===== src/rtl/addsub_pipe_pkg.sv =====
// Shared definitions for the modular add/subtract butterfly stage.
package addsub_pipe_pkg;

  localparam int DATA_WIDTH_DEF = 12;
  localparam int Q_DEF          = 3329;
  localparam int LANES_DEF      = 2;

  // Mode travels with each beat; INTT additionally halves the result mod Q.
  typedef enum logic {
    MODE_NTT  = 1'b0,
    MODE_INTT = 1'b1
  } mode_e;

  typedef logic [DATA_WIDTH_DEF-1:0] coef_t;
  typedef coef_t lane_vec_t [LANES_DEF];

endpackage


===== src/rtl/addsub_pipe_if.sv =====
// Beat-level handshake bus of the butterfly stage: input beat channel and
// result channel. The master drives operands and consumes results.
interface addsub_pipe_if
  import addsub_pipe_pkg::*;
#(
  parameter int DATA_WIDTH = DATA_WIDTH_DEF,
  parameter int LANES      = LANES_DEF
) ();

  logic                        in_valid;
  logic                        in_ready;
  logic                        in_mode;
  logic [LANES*DATA_WIDTH-1:0] in_a;
  logic [LANES*DATA_WIDTH-1:0] in_b;

  logic                        out_valid;
  logic                        out_ready;
  logic                        out_mode;
  logic [LANES*DATA_WIDTH-1:0] out_sum;
  logic [LANES*DATA_WIDTH-1:0] out_diff;

  modport master (
    output in_valid, in_mode, in_a, in_b, out_ready,
    input  in_ready, out_valid, out_mode, out_sum, out_diff
  );

  modport slave (
    input  in_valid, in_mode, in_a, in_b, out_ready,
    output in_ready, out_valid, out_mode, out_sum, out_diff
  );

endinterface


===== src/rtl/addsub_lane.sv =====
// Per-lane reduction of raw sum/difference to 0..Q-1, with optional halving
// mod Q (multiply by 2^-1) for INTT. Purely combinational.
module addsub_lane
  import addsub_pipe_pkg::*;
#(
  parameter int DATA_WIDTH = DATA_WIDTH_DEF,
  parameter int Q          = Q_DEF
) (
  input  mode_e                  mode,
  input  logic [DATA_WIDTH:0]    s,
  input  logic signed [DATA_WIDTH:0] d,
  output logic [DATA_WIDTH-1:0]  sum,
  output logic [DATA_WIDTH-1:0]  diff
);

  // Two guard bits: adding Q to an odd value before halving may exceed 2^(W+1).
  localparam int W = DATA_WIDTH + 2;
  localparam logic [W-1:0] QW = W'(Q);

  logic [W-1:0] s_w, d_w, d_pos, s_odd, d_odd, s_half, d_half, s_red, d_red;

  // Both reductions are built in parallel; mode only picks the final result.
  // Halving works because Q is odd: x odd -> x+Q even and congruent mod Q.
  always_comb begin
    s_w    = {1'b0, s};
    d_w    = {d[DATA_WIDTH], d};
    d_pos  = d[DATA_WIDTH] ? d_w + QW : d_w;
    s_odd  = s_w[0] ? s_w + QW : s_w;
    d_odd  = d_pos[0] ? d_pos + QW : d_pos;
    s_half = s_odd >> 1;
    d_half = d_odd >> 1;
    if (mode == MODE_INTT) begin
      s_red = (s_half >= QW) ? s_half - QW : s_half;
      d_red = d_half;
    end else begin
      s_red = (s_w >= QW) ? s_w - QW : s_w;
      d_red = d_pos;
    end
    sum  = s_red[DATA_WIDTH-1:0];
    diff = d_red[DATA_WIDTH-1:0];
  end

endmodule


===== src/rtl/addsub_pipe.sv =====
// Multi-lane modular add/subtract butterfly stage with a 2-deep valid/ready
// pipeline: stage 1 holds raw a+b / a-b, stage 2 holds reduced results.
module addsub_pipe
  import addsub_pipe_pkg::*;
#(
  parameter int DATA_WIDTH = DATA_WIDTH_DEF,
  parameter int Q          = Q_DEF,
  parameter int LANES      = LANES_DEF
) (
  input  logic               clk,
  input  logic               rst_n,
  input  logic               flush,
  addsub_pipe_if.slave       bus
);

  logic                         en1, en2;
  logic                         s1_valid;
  mode_e                        s1_mode;
  logic [DATA_WIDTH:0]          s1_s [LANES];
  logic signed [DATA_WIDTH:0]   s1_d [LANES];

  logic [DATA_WIDTH-1:0]        a_l   [LANES];
  logic [DATA_WIDTH-1:0]        b_l   [LANES];
  logic [DATA_WIDTH-1:0]        red_s [LANES];
  logic [DATA_WIDTH-1:0]        red_d [LANES];

  logic                         out_valid_q;
  logic                         out_mode_q;
  logic [LANES*DATA_WIDTH-1:0]  out_sum_q, out_diff_q;

  // Stall propagates backwards; in_ready depends only on state and out_ready.
  assign en2          = !out_valid_q || bus.out_ready;
  assign en1          = !s1_valid || en2;
  assign bus.in_ready = en1;

  assign bus.out_valid = out_valid_q;
  assign bus.out_mode  = out_mode_q;
  assign bus.out_sum   = out_sum_q;
  assign bus.out_diff  = out_diff_q;

  for (genvar i = 0; i < LANES; i++) begin : g_lane
    assign a_l[i] = bus.in_a[i*DATA_WIDTH +: DATA_WIDTH];
    assign b_l[i] = bus.in_b[i*DATA_WIDTH +: DATA_WIDTH];

    addsub_lane #(
      .DATA_WIDTH (DATA_WIDTH),
      .Q          (Q)
    ) u_lane (
      .mode (s1_mode),
      .s    (s1_s[i]),
      .d    (s1_d[i]),
      .sum  (red_s[i]),
      .diff (red_d[i])
    );
  end

  // Stage 1: capture raw sum and signed difference of an accepted beat.
  always_ff @(posedge clk or negedge rst_n) begin
    if (!rst_n) begin
      s1_valid <= 1'b0;
      s1_mode  <= MODE_NTT;
      for (int i = 0; i < LANES; i++) begin
        s1_s[i] <= '0;
        s1_d[i] <= '0;
      end
    end else if (flush) begin
      s1_valid <= 1'b0;
    end else if (en1) begin
      s1_valid <= bus.in_valid;
      if (bus.in_valid) begin
        s1_mode <= mode_e'(bus.in_mode);
        for (int i = 0; i < LANES; i++) begin
          s1_s[i] <= {1'b0, a_l[i]} + {1'b0, b_l[i]};
          s1_d[i] <= signed'({1'b0, a_l[i]}) - signed'({1'b0, b_l[i]});
        end
      end
    end
  end

  // Stage 2: register reduced results; held stable while downstream stalls.
  always_ff @(posedge clk or negedge rst_n) begin
    if (!rst_n) begin
      out_valid_q <= 1'b0;
      out_mode_q  <= 1'b0;
      out_sum_q   <= '0;
      out_diff_q  <= '0;
    end else if (flush) begin
      out_valid_q <= 1'b0;
    end else if (en2) begin
      out_valid_q <= s1_valid;
      if (s1_valid) begin
        out_mode_q <= s1_mode;
        for (int i = 0; i < LANES; i++) begin
          out_sum_q[i*DATA_WIDTH +: DATA_WIDTH]  <= red_s[i];
          out_diff_q[i*DATA_WIDTH +: DATA_WIDTH] <= red_d[i];
        end
      end
    end
  end

endmodule


===== src/flat_wrapper.sv =====
// flat-port wrapper written by rule: the top's interface ports become plain ports
module addsub_pipe_flat import addsub_pipe_pkg::*;
#(
  parameter int DATA_WIDTH = DATA_WIDTH_DEF,
  parameter int Q          = Q_DEF,
  parameter int LANES      = LANES_DEF
)
  (clk, rst_n, flush, bus_in_valid, bus_in_mode, bus_in_a, bus_in_b, bus_out_ready, bus_in_ready, bus_out_valid, bus_out_mode, bus_out_sum, bus_out_diff);
  addsub_pipe_if #(.DATA_WIDTH(DATA_WIDTH), .LANES(LANES)) bus_i ();
  input  logic clk;
  input  logic rst_n;
  input  logic flush;
  input wire logic [$bits(bus_i.in_valid)-1:0] bus_in_valid;
  input wire logic [$bits(bus_i.in_mode)-1:0] bus_in_mode;
  input wire logic [$bits(bus_i.in_a)-1:0] bus_in_a;
  input wire logic [$bits(bus_i.in_b)-1:0] bus_in_b;
  input wire logic [$bits(bus_i.out_ready)-1:0] bus_out_ready;
  output wire logic [$bits(bus_i.in_ready)-1:0] bus_in_ready;
  output wire logic [$bits(bus_i.out_valid)-1:0] bus_out_valid;
  output wire logic [$bits(bus_i.out_mode)-1:0] bus_out_mode;
  output wire logic [$bits(bus_i.out_sum)-1:0] bus_out_sum;
  output wire logic [$bits(bus_i.out_diff)-1:0] bus_out_diff;
  assign bus_i.in_valid = bus_in_valid;
  assign bus_i.in_mode = bus_in_mode;
  assign bus_i.in_a = bus_in_a;
  assign bus_i.in_b = bus_in_b;
  assign bus_i.out_ready = bus_out_ready;
  assign bus_in_ready = bus_i.in_ready;
  assign bus_out_valid = bus_i.out_valid;
  assign bus_out_mode = bus_i.out_mode;
  assign bus_out_sum = bus_i.out_sum;
  assign bus_out_diff = bus_i.out_diff;
  addsub_pipe #(.DATA_WIDTH(DATA_WIDTH), .Q(Q), .LANES(LANES)) u_core (.clk(clk), .rst_n(rst_n), .flush(flush), .bus(bus_i));
endmodule

===== config.mk =====
export PLATFORM = sky130hd
export DESIGN_NAME = addsub_pipe_flat
export DESIGN_NICKNAME = d
export VERILOG_FILES = /design/src/rtl/addsub_pipe_pkg.sv /design/src/rtl/addsub_pipe_if.sv /design/src/rtl/addsub_lane.sv /design/src/rtl/addsub_pipe.sv /design/src/flat_wrapper.sv
export SDC_FILE = /design/constraint.sdc
export NUM_CORES = 1
export LEC_CHECK = 0
export ABC_AREA = 0
export CAP_MARGIN = 30
export CORE_MARGIN = 4
export CORE_UTILIZATION = 40
export CTS_CLUSTER_DIAMETER = 50
export DETAILED_ROUTE_END_ITERATION = 16
export PLACE_DENSITY_LB_ADDON = 0.25
export SYNTH_ARGS = -nofsm -noshare
export SYNTH_HDL_FRONTEND = slang
export SYNTH_SLANG_ARGS = --single-unit

===== constraint.sdc =====
create_clock -name clk -period 5.57 [get_ports clk]
set_clock_uncertainty 0.15 [all_clocks]
set_input_delay 1.114 -clock clk [delete_from_list [all_inputs] [get_ports clk]]
set_output_delay 1.114 -clock clk [all_outputs]
set_load 0.01 [all_outputs]

* Word level (Yosys, flattened, before mapping)
Cells that the tools add are included.
** Cells by class
- Add/sub/neg operators :: 14
- $mul :: 0
- Divide/modulo/power cells :: 0
- $lt $le $gt $ge :: 4
- Equality and inequality tests :: 0
- Shift operators :: 0
- Muxes and demuxes :: 18
- Bitwise logic cells :: 1
- Reduce and logical (&&, ||, !) cells :: 8
** Operators with widths (count)
- $mux 12 :: 8
- $ge 13x12->1 const B :: 4
- $mux 13 :: 4
- $sub 12x12->12 const B :: 4
- $add 13x12->14 const B :: 2
- $mux 14 :: 2
- $add 12x12->13 :: 2
- $add 13x12->13 const B :: 2
- $add 13x13->13 const B :: 2
- $sub 12x12->13 :: 2
- $reduce_and 3->1 :: 2
- $mux 1 :: 4
- $reduce_bool 2->1 :: 2
- $logic_not 1->1 :: 2
- $logic_or 1x1->1 :: 2
- $not 1->1 :: 1
** Storage, ports and cells
- Flip-flop bits (word level) :: 104
- Latch bits :: 0
- Memory bits (writable) :: 0
- Memory bits (read-only) :: 0
- Bits of input ports :: 54
- Output and inout bits :: 51
- Memories kept :: 0

* Longest topological paths before layout
Gate-level depths: netlist of the first run.
- Depth after elaboration :: 5
- Mapped depth :: 13
- Mapped depth without buffers :: 12

* By module
Synthesis of the first run repeated with hierarchy kept, for this count alone.
** Second synthesis, totals
- Cell total of the unflattened synthesis :: 1227
- Area total of the unflattened synthesis :: 10244.8 um^2
** Modules (own cells, without submodules)
- addsub_pipe :: times used 1, cells each 632, area each 6125.9 um^2, sequential area each 2552.4 um^2
- addsub_lane (u_core.g_lane[0].u_lane) :: times used 1, cells each 304, area each 2089.5 um^2, sequential area each 0.0 um^2
- addsub_lane (u_core.g_lane[1].u_lane) :: times used 1, cells each 291, area each 2029.4 um^2, sequential area each 0.0 um^2

* Worst setup path before layout of the first run
Ideal clock, no wire load.
- Path kind :: input-to-reg
- Start point :: input port bus_in_b[14]
- End point :: register u_core.s1_d[10] (netlist bit)
- Data arrival time :: 2868 ps
- Data required time :: 5285 ps
- Path slack :: 2417 ps
- Cell stages on the path :: 10
- Path buffers :: 0
- Cells stage by stage :: inv_1 -> ha_1 -> nor2b_1 -> o21ai_0 -> a21oi_1 -> o21ai_0 -> nand2b_1 -> a2111o_1 -> a311oi_1 -> o31ai_1
** Between the ends
- Longest elaborated chain between the ends :: 1
** Ends and longest elaborated chain
- from (decl) :: RTL line flat_wrapper.sv:16 : input wire logic [$bits(bus_i.in_b)-1:0] bus_in_b;
- $sub 12x12->13 :: RTL line addsub_pipe.sv:74 : s1_d[i] <= signed'({1'b0, a_l[i]}) - signed'({1'b0, b_l[i]});
- to (signal, indexed assignment) :: RTL line addsub_pipe.sv:74
- to (decl) :: RTL line addsub_pipe.sv:20 : logic signed [DATA_WIDTH:0] s1_d [LANES];
No other way between the ends.
A chain may end at the register's enable or synchronous reset.

* Worst setup path in the final report of the first run
- Start point :: input port bus_out_ready
- End point :: output port bus_in_ready
** Between the ends
- Longest elaborated chain between the ends :: 2
** Ends and longest elaborated chain
- from (decl) :: RTL line flat_wrapper.sv:17 : input wire logic [$bits(bus_i.out_ready)-1:0] bus_out_ready;
- $logic_or 1x1->1 :: RTL line addsub_pipe.sv:32 : assign en2 = !out_valid_q || bus.out_ready;
- $logic_or 1x1->1 :: RTL line addsub_pipe.sv:33 : assign en1 = !s1_valid || en2;
- to (decl) :: RTL line flat_wrapper.sv:18 : output wire logic [$bits(bus_i.in_ready)-1:0] bus_in_ready;
No other way between the ends.

==> results of run 1 <==
[cell type report]
cell class | instances | area [um^2]
fillers | 2299 | 12010
repair buffers | 110 | 1096
clock inverters | 5 | 58.81
clock buffers | 11 | 242.7
multi-input cells | 950 | 6220
inverters | 72 | 270.3
flip-flops and latches | 102 | 2554
well taps | 313 | 391.6
[stage by stage]
stage / hold WS [ns] / worst slack [ns]
floorplan: 0.3212 / 2.417
global placement: 0.3095 / 1.718
detailed placement: 0.3105 / 1.659
CTS: 0.3255 / 1.651
global route: 0.3481 / 1.380
finish: 0.3174 / 1.656
[state kept, by name, summed over array words and instances, names as in the netlist]
signal                cells
u_core.s1_s              26
u_core.bus.out_diff      24
u_core.bus.out_sum       24
u_core.s1_d              24
u_core.bus.out_mode       1
u_core.bus.out_valid      1
u_core.s1_mode            1
u_core.s1_valid           1
[worst min path at each step]
stage | from | endpoint | cells after the start
after detailed placement | u_core.bus.out_diff[11] | u_core.bus.out_diff[11] | 2
after global placement | u_core.bus.out_diff[7] | u_core.bus.out_diff[7] | 1
after global routing | u_core.bus.out_diff[17] | u_core.bus.out_diff[17] | 1
after CTS | u_core.bus.out_diff[11] | u_core.bus.out_diff[11] | 2
final | u_core.bus.out_diff[11] | u_core.bus.out_diff[11] | 2
after floorplan | u_core.s1_d[6] | u_core.s1_d[6] | 2
[power by group through the flow]
stage	Sequential (mW)	Clock [mW]	Combinational [mW]
4_1_cts	1.24	0.648	1.80
2_1_floorplan	1.16	0	1.24
3_3_place_gp	1.24	0	1.76
6_report	1.24	0.634	1.80
5_1_grt	1.28	0.682	2.01
3_5_place_dp	1.25	0	1.79
[layout by cell type (no fill, tap or decap), types with 33 or more instances in the layout]
cell | synthesis | routed
xnor2_1 | 77 | 77
inv_1 | 69 | 69
xor2_1 | 35 | 35
a21oi_1 | 65 | 65
nor3_1 | 33 | 33
nand2_1 | 146 | 145
dfrtp_1 | 102 | 101
ha_1 | 62 | 62
clkdlybuf4s50_1 | 0 | 103
nand3_1 | 35 | 35
o21ai_0 | 104 | 104
nor2_1 | 89 | 89
[worst min-delay path, cell delays in order (launching register included)]
cell and delay (ns):
dfrtp_1 0.34, nand2_1 0.05, nand2_1 0.05
[layer usage]
metal  wire [um]  vias to the layer above  GRT usage
li1            -                     4350          -
met1       12940                     3902     0.2986
met2        9414                      234     0.2488
met3        1303                       25    0.02297
met4         401                        0    0.05079
met5           0                        -          0
[cell families after synthesis]
logic type                 count (synthesis)  synth area share
and+or+nand+nor                          420            0.2149
AOI/OAI and AO/OA                        339            0.2362
buffers and inverters                    149           0.06687
xor gates and xnor gates                 112            0.1044
DFF                                      102            0.2717
adders and majority gates                 66           0.09111
muxes                                     13           0.01479
==> impl_metrics.json, run 1 <==
{
  "status": "finished, final reports clean",
  "hold_viol": 0,
  "crit_cells": 4,
  "setup_viol": 0,
  "synth.largest_area_cell": "dfrtp_1",
  "cpLargestDelayFamily": "buffers and inverters",
  "rsz0062_at_grt": "no",
  "slew_headroom": 0.4671,
  "async_reset_ff_frac": 1.000,
  "boundaryPins": 105,
  "max_slew.worst_pin.slew_ns": 0.7993,
  "yosys_warnings": 0,
  "syn_inst": 1201,
  "worst_r2r_path_depth": 9,
  "core_mm2": 0.02285,
  "power.density_mw_per_mm2": 338.9,
  "cts_tree": "built",
  "fmax_ghz": 0.2555,
  "synth_nets": 1321,
  "synth_cell_type_count": 84,
  "die_w_um": 161.2,
  "crit_chain": "clkdlybuf4s50_1 > nor2b_1 > nand2_1 > clkdlybuf4s50_1",
  "wl_per_cell_um": 15.39,
  "ys.flop_type": "dfrtp_1",
  "wirelength_um": 24060,
  "clkPwrFrac": 0.173,
  "vias": 8511,
  "syn_area_mm2": 0.009393,
  "cp-start-kind": "input pin",
  "combPwrFrac": 0.490,
  "switching_power_mw": 1.520,
  "final_util": 0.4742,
  "p_total_mw": 3.672,
  "area_growth_pct": 15.33,
  "slowest_delay_ns": 0.55,
  "hpwl_um": 18930,
  "cp_slowest_cell": "clkdlybuf4s50_1",
  "yosysMostFrequentCell": "nand2_1",
  "dr.pass1.iters": 5,
  "fin_crit_ns": 3.914,
  "cap_viol_max_count": 0,
  "critPathBufInv": 2,
  "cts-root-buf": "clkbuf_16",
  "overflow": 0,
  "endpoint": "bus_in_ready",
  "grt_max_degree": 70,
  "r2r_slack_ns": 1.73,
  "cts_resized": 0,
  "synthTopCellsByArea": "dfrtp_1 27%, ha_1 8.3%, xnor2_1 7.2%",
  "critPathKind": "in2out",
  "numClockSinks": 102,
  "ys_seq_area_frac": 0.2717,
  "p_seq_frac": 0.337,
  "path_clk_slew_ns": 0.07,
  "crit_top_cell": "clkdlybuf4s50_1",
  "ys_ff_latch": 102,
  "ys_top_cells_by_count": "146 x nand2_1, 104 x o21ai_0, 102 x dfrtp_1",
  "remaining_drc_errors": 0,
  "numCtsBuffers": 9,
  "drtAntennaViolNets": 0,
  "r2r-start": "u_core.s1_s[0]",
  "finalNetCount": 1365,
  "clk_latency_ns": 0.35,
  "fp.dieH_um": 161.2,
  "worstHoldPathType": "reg2reg",
  "grt_pass1_vias": 7753,
  "crit_start": "bus_out_ready",
  "fin_setup_tns_ns": 0,
  "gp_congestion": 0.8671,
  "cp-end-kind": "output port",
  "drt_iter0_drc": 697,
  "io_buffers": 104,
  "clockBufferDepth": 2,
  "timing.final.crit_share": 0.7027,
  "vdd_drop_max_mv": 0.1507,
  "fin_area_mm2": 0.01083,
  "slew_violations": 0,
  "htreeDepth": 3,
  "final_cells": 1563,
  "cp_max_fo": 6,
  "p_sw_frac": 0.4139,
  "initial_core_util": 0.4111,
  "num_antenna_cells": 0,
  "drive_gt1_frac": 0.04160,
  "die_area_mm2": 0.02600,
  "regToRegEndpoint": "u_core.bus.out_sum[20]",
  "cts_setup_buffers": 0,
  "yosys.area.top_type_share": 0.2717,
  "postPlaceCellArea_mm2": 0.01053,
  "crit_arrival_ns": 2.65,
  "rows": 55,
  "avgSynthCellArea_um2": 7.821,
  "synth-edff-count": 0,
  "p_leak_nw": 4.501,
  "drt-vias-per-instance": 5.445,
  "dp.cells": 1547,
  "crit_required_ns": 4.31,
  "p_int_mw": 2.152,
  "cts_hold_buf": 0,
  "grt_pass1_wl_um": 40160,
  "grt_usage": 0.1832,
  "antenna_found_initial": 0
}
No activity file was read; power rests on OpenSTA's default activity.
==> run 2, diff against run 1 <==
clock period = 3.55 ns   (was 5.57 ns; I/O delays follow)
==> run 2 against run 1 <==
- combinational power is 65% higher
- largest cell class unchanged
- sequential cell count stayed put
- worst setup slack worse by 1.4 ns
- total power is 59% higher
- worst hold slack worse by 0.19 ns
- count of clock-buffer cells in the layout is 2 higher
- wire length is 0.50% higher
- register-to-register slack worse by 1.5 ns
- first-iteration DRC count is 10% lower
- global-route usage hardly changed
- non-clock buffer count is 31 higher
==> impl_metrics.json, run 2 (synthesis results as in run 1) <==
{
  "slew_headroom": 0.6100,
  "crit_arrival_ns": 3.44,
  "fin_area_mm2": 0.01108,
  "initial_core_util": 0.4111,
  "io_buffers": 104,
  "overflow": 0,
  "hold_viol": 0,
  "grt_pass1_wl_um": 40090,
  "hpwl_um": 19260,
  "rsz0062_at_grt": "no",
  "postPlaceCellArea_mm2": 0.01078,
  "die_area_mm2": 0.02600,
  "regToRegEndpoint": "u_core.bus.out_sum[9]",
  "cts_hold_buf": 0,
  "regMostFlops": "u_core.s1_s",
  "clk_latency_ns": 0.34,
  "worstHoldPathType": "in2async",
  "dp.cells": 1578,
  "cp-start-kind": "register",
  "cts-root-buf": "clkbuf_16",
  "final_common_cell": "nand2_1",
  "critPathKind": "reg2reg",
  "p_total_mw": 5.851,
  "dr.pass1.iters": 5,
  "fmax_ghz": 0.3002,
  "remaining_drc_errors": 0,
  "gp_congestion": 0.8629,
  "max_slew.worst_pin.slew_ns": 0.5809,
  "largest_reg_flops": 26,
  "cp_max_fo": 16,
  "r2r-start": "u_core.s1_s[16]",
  "hold_slack_ns": 0.1283,
  "status": "finished, final reports clean",
  "drt_iter0_drc": 624,
  "grt_max_degree": 62,
  "cts_tree": "built",
  "grt_usage": 0.1831,
  "rows": 55,
  "htreeDepth": 3,
  "die_w_um": 161.2,
  "final_cell_mix": "145 x nand2_1, 104 x o21ai_0, 103 x clkdlybuf4s50_1, 101 x dfrtp_1, 89 x nor2_1",
  "fp.dieH_um": 161.2,
  "path_clk_slew_ns": 0.06,
  "drt-vias-per-instance": 5.359,
  "cp-end-kind": "register",
  "power.density_mw_per_mm2": 528.1,
  "vdd_drop_max_mv": 0.2570,
  "wl_per_cell_um": 15.17,
  "grt_pass1_vias": 7737,
  "numCtsBuffers": 9,
  "numClockSinks": 102,
  "antenna_found_initial": 1,
  "cap_viol_max_count": 0,
  "area_growth_pct": 17.96,
  "boundaryPins": 105,
  "drive_gt1_frac": 0.06401,
  "fin_crit_ns": 3.331,
  "p_leak_nw": 4.661,
  "r2r_slack_ns": 0.22,
  "crit_required_ns": 3.66,
  "worst_r2r_path_depth": 8,
  "cts_resized": 0,
  "timing.final.crit_share": 0.9384,
  "fin_setup_tns_ns": 0,
  "slew_violations": 0,
  "finalNetCount": 1396,
  "final_cells": 1594,
  "num_antenna_cells": 0,
  "cts_setup_buffers": 0,
  "wirelength_um": 24180,
  "vias": 8542,
  "clockBufferDepth": 2,
  "drtAntennaViolNets": 0,
  "core_mm2": 0.02285,
  "setup_viol": 0
}
## run 2: changes by cell type in the layout (fill, tap and decap cells not counted)
cell	previous run	this run
buf_4	6	36
clkinvlp_4	2	1
buf_12	1	2
clkbuf_1	1	2
clkbuf_8	1	2
clkinv_4	1	0
## run 2: through the flow
step	worst slack [ns]	utilization
after CTS	0.2812	0.4849
after global placement	0.2074	0.4717
final	0.2187	0.4849
after global routing	0.03512	0.4849
after floorplan	0.8011	-
after detailed placement	0.1430	0.4717
## run 2: critical path, stage by stage, from the launching register on
cell,delay [ns]
dfrtp_1,0.72
and3_1,0.43
a311oi_1,0.19
a2111oi_2,0.41
o2111ai_1,0.29
a21oi_2,0.46
nor3_1,0.09
or3b_1,0.39
o211ai_1,0.10
## run 2: worst max-delay path by stage
stage / start / end / slack [ns] / cells past startpoint
after CTS: u_core.s1_s[16] / u_core.bus.out_sum[9] / 0.28 / 8
after global placement: bus_in_b[1] / u_core.s1_d[24] / 0.21 / 11
after global routing: u_core.s1_s[16] / u_core.bus.out_sum[2] / 0.04 / 8
after detailed placement: bus_in_b[12] / u_core.s1_s[12] / 0.14 / 12
final: u_core.s1_s[16] / u_core.bus.out_sum[9] / 0.22 / 8
after floorplan: bus_in_b[14] / u_core.s1_d[10] / 0.80 / 10
## run 2: layout make-up
class                      count  area (um^2)
fill                        2244        11770
multi-input combinational    950         6220
sequential                   102         2554
timing repair buffer         141         1341
tap                          313        391.6
inverter                      72        270.3
clock buffer                  13        260.3
clock inverter                 3        42.54
## run 2: per-layer routing
layer | routed length [um] | GRT usage
met1 | 13280 | 0.2967
met3 | 1231 | 0.02526
met4 | 223 | 0.03916
met5 | 13 | 0
met2 | 9432 | 0.2548
## run 2: power breakdown
part	switching, mW	leakage (nW)	total, mW	internal [mW]
Clock	0.417	0.146	1.00	0.584
Sequential	0.387	1.26	1.88	1.49
Combinational	1.58	3.26	2.97	1.39
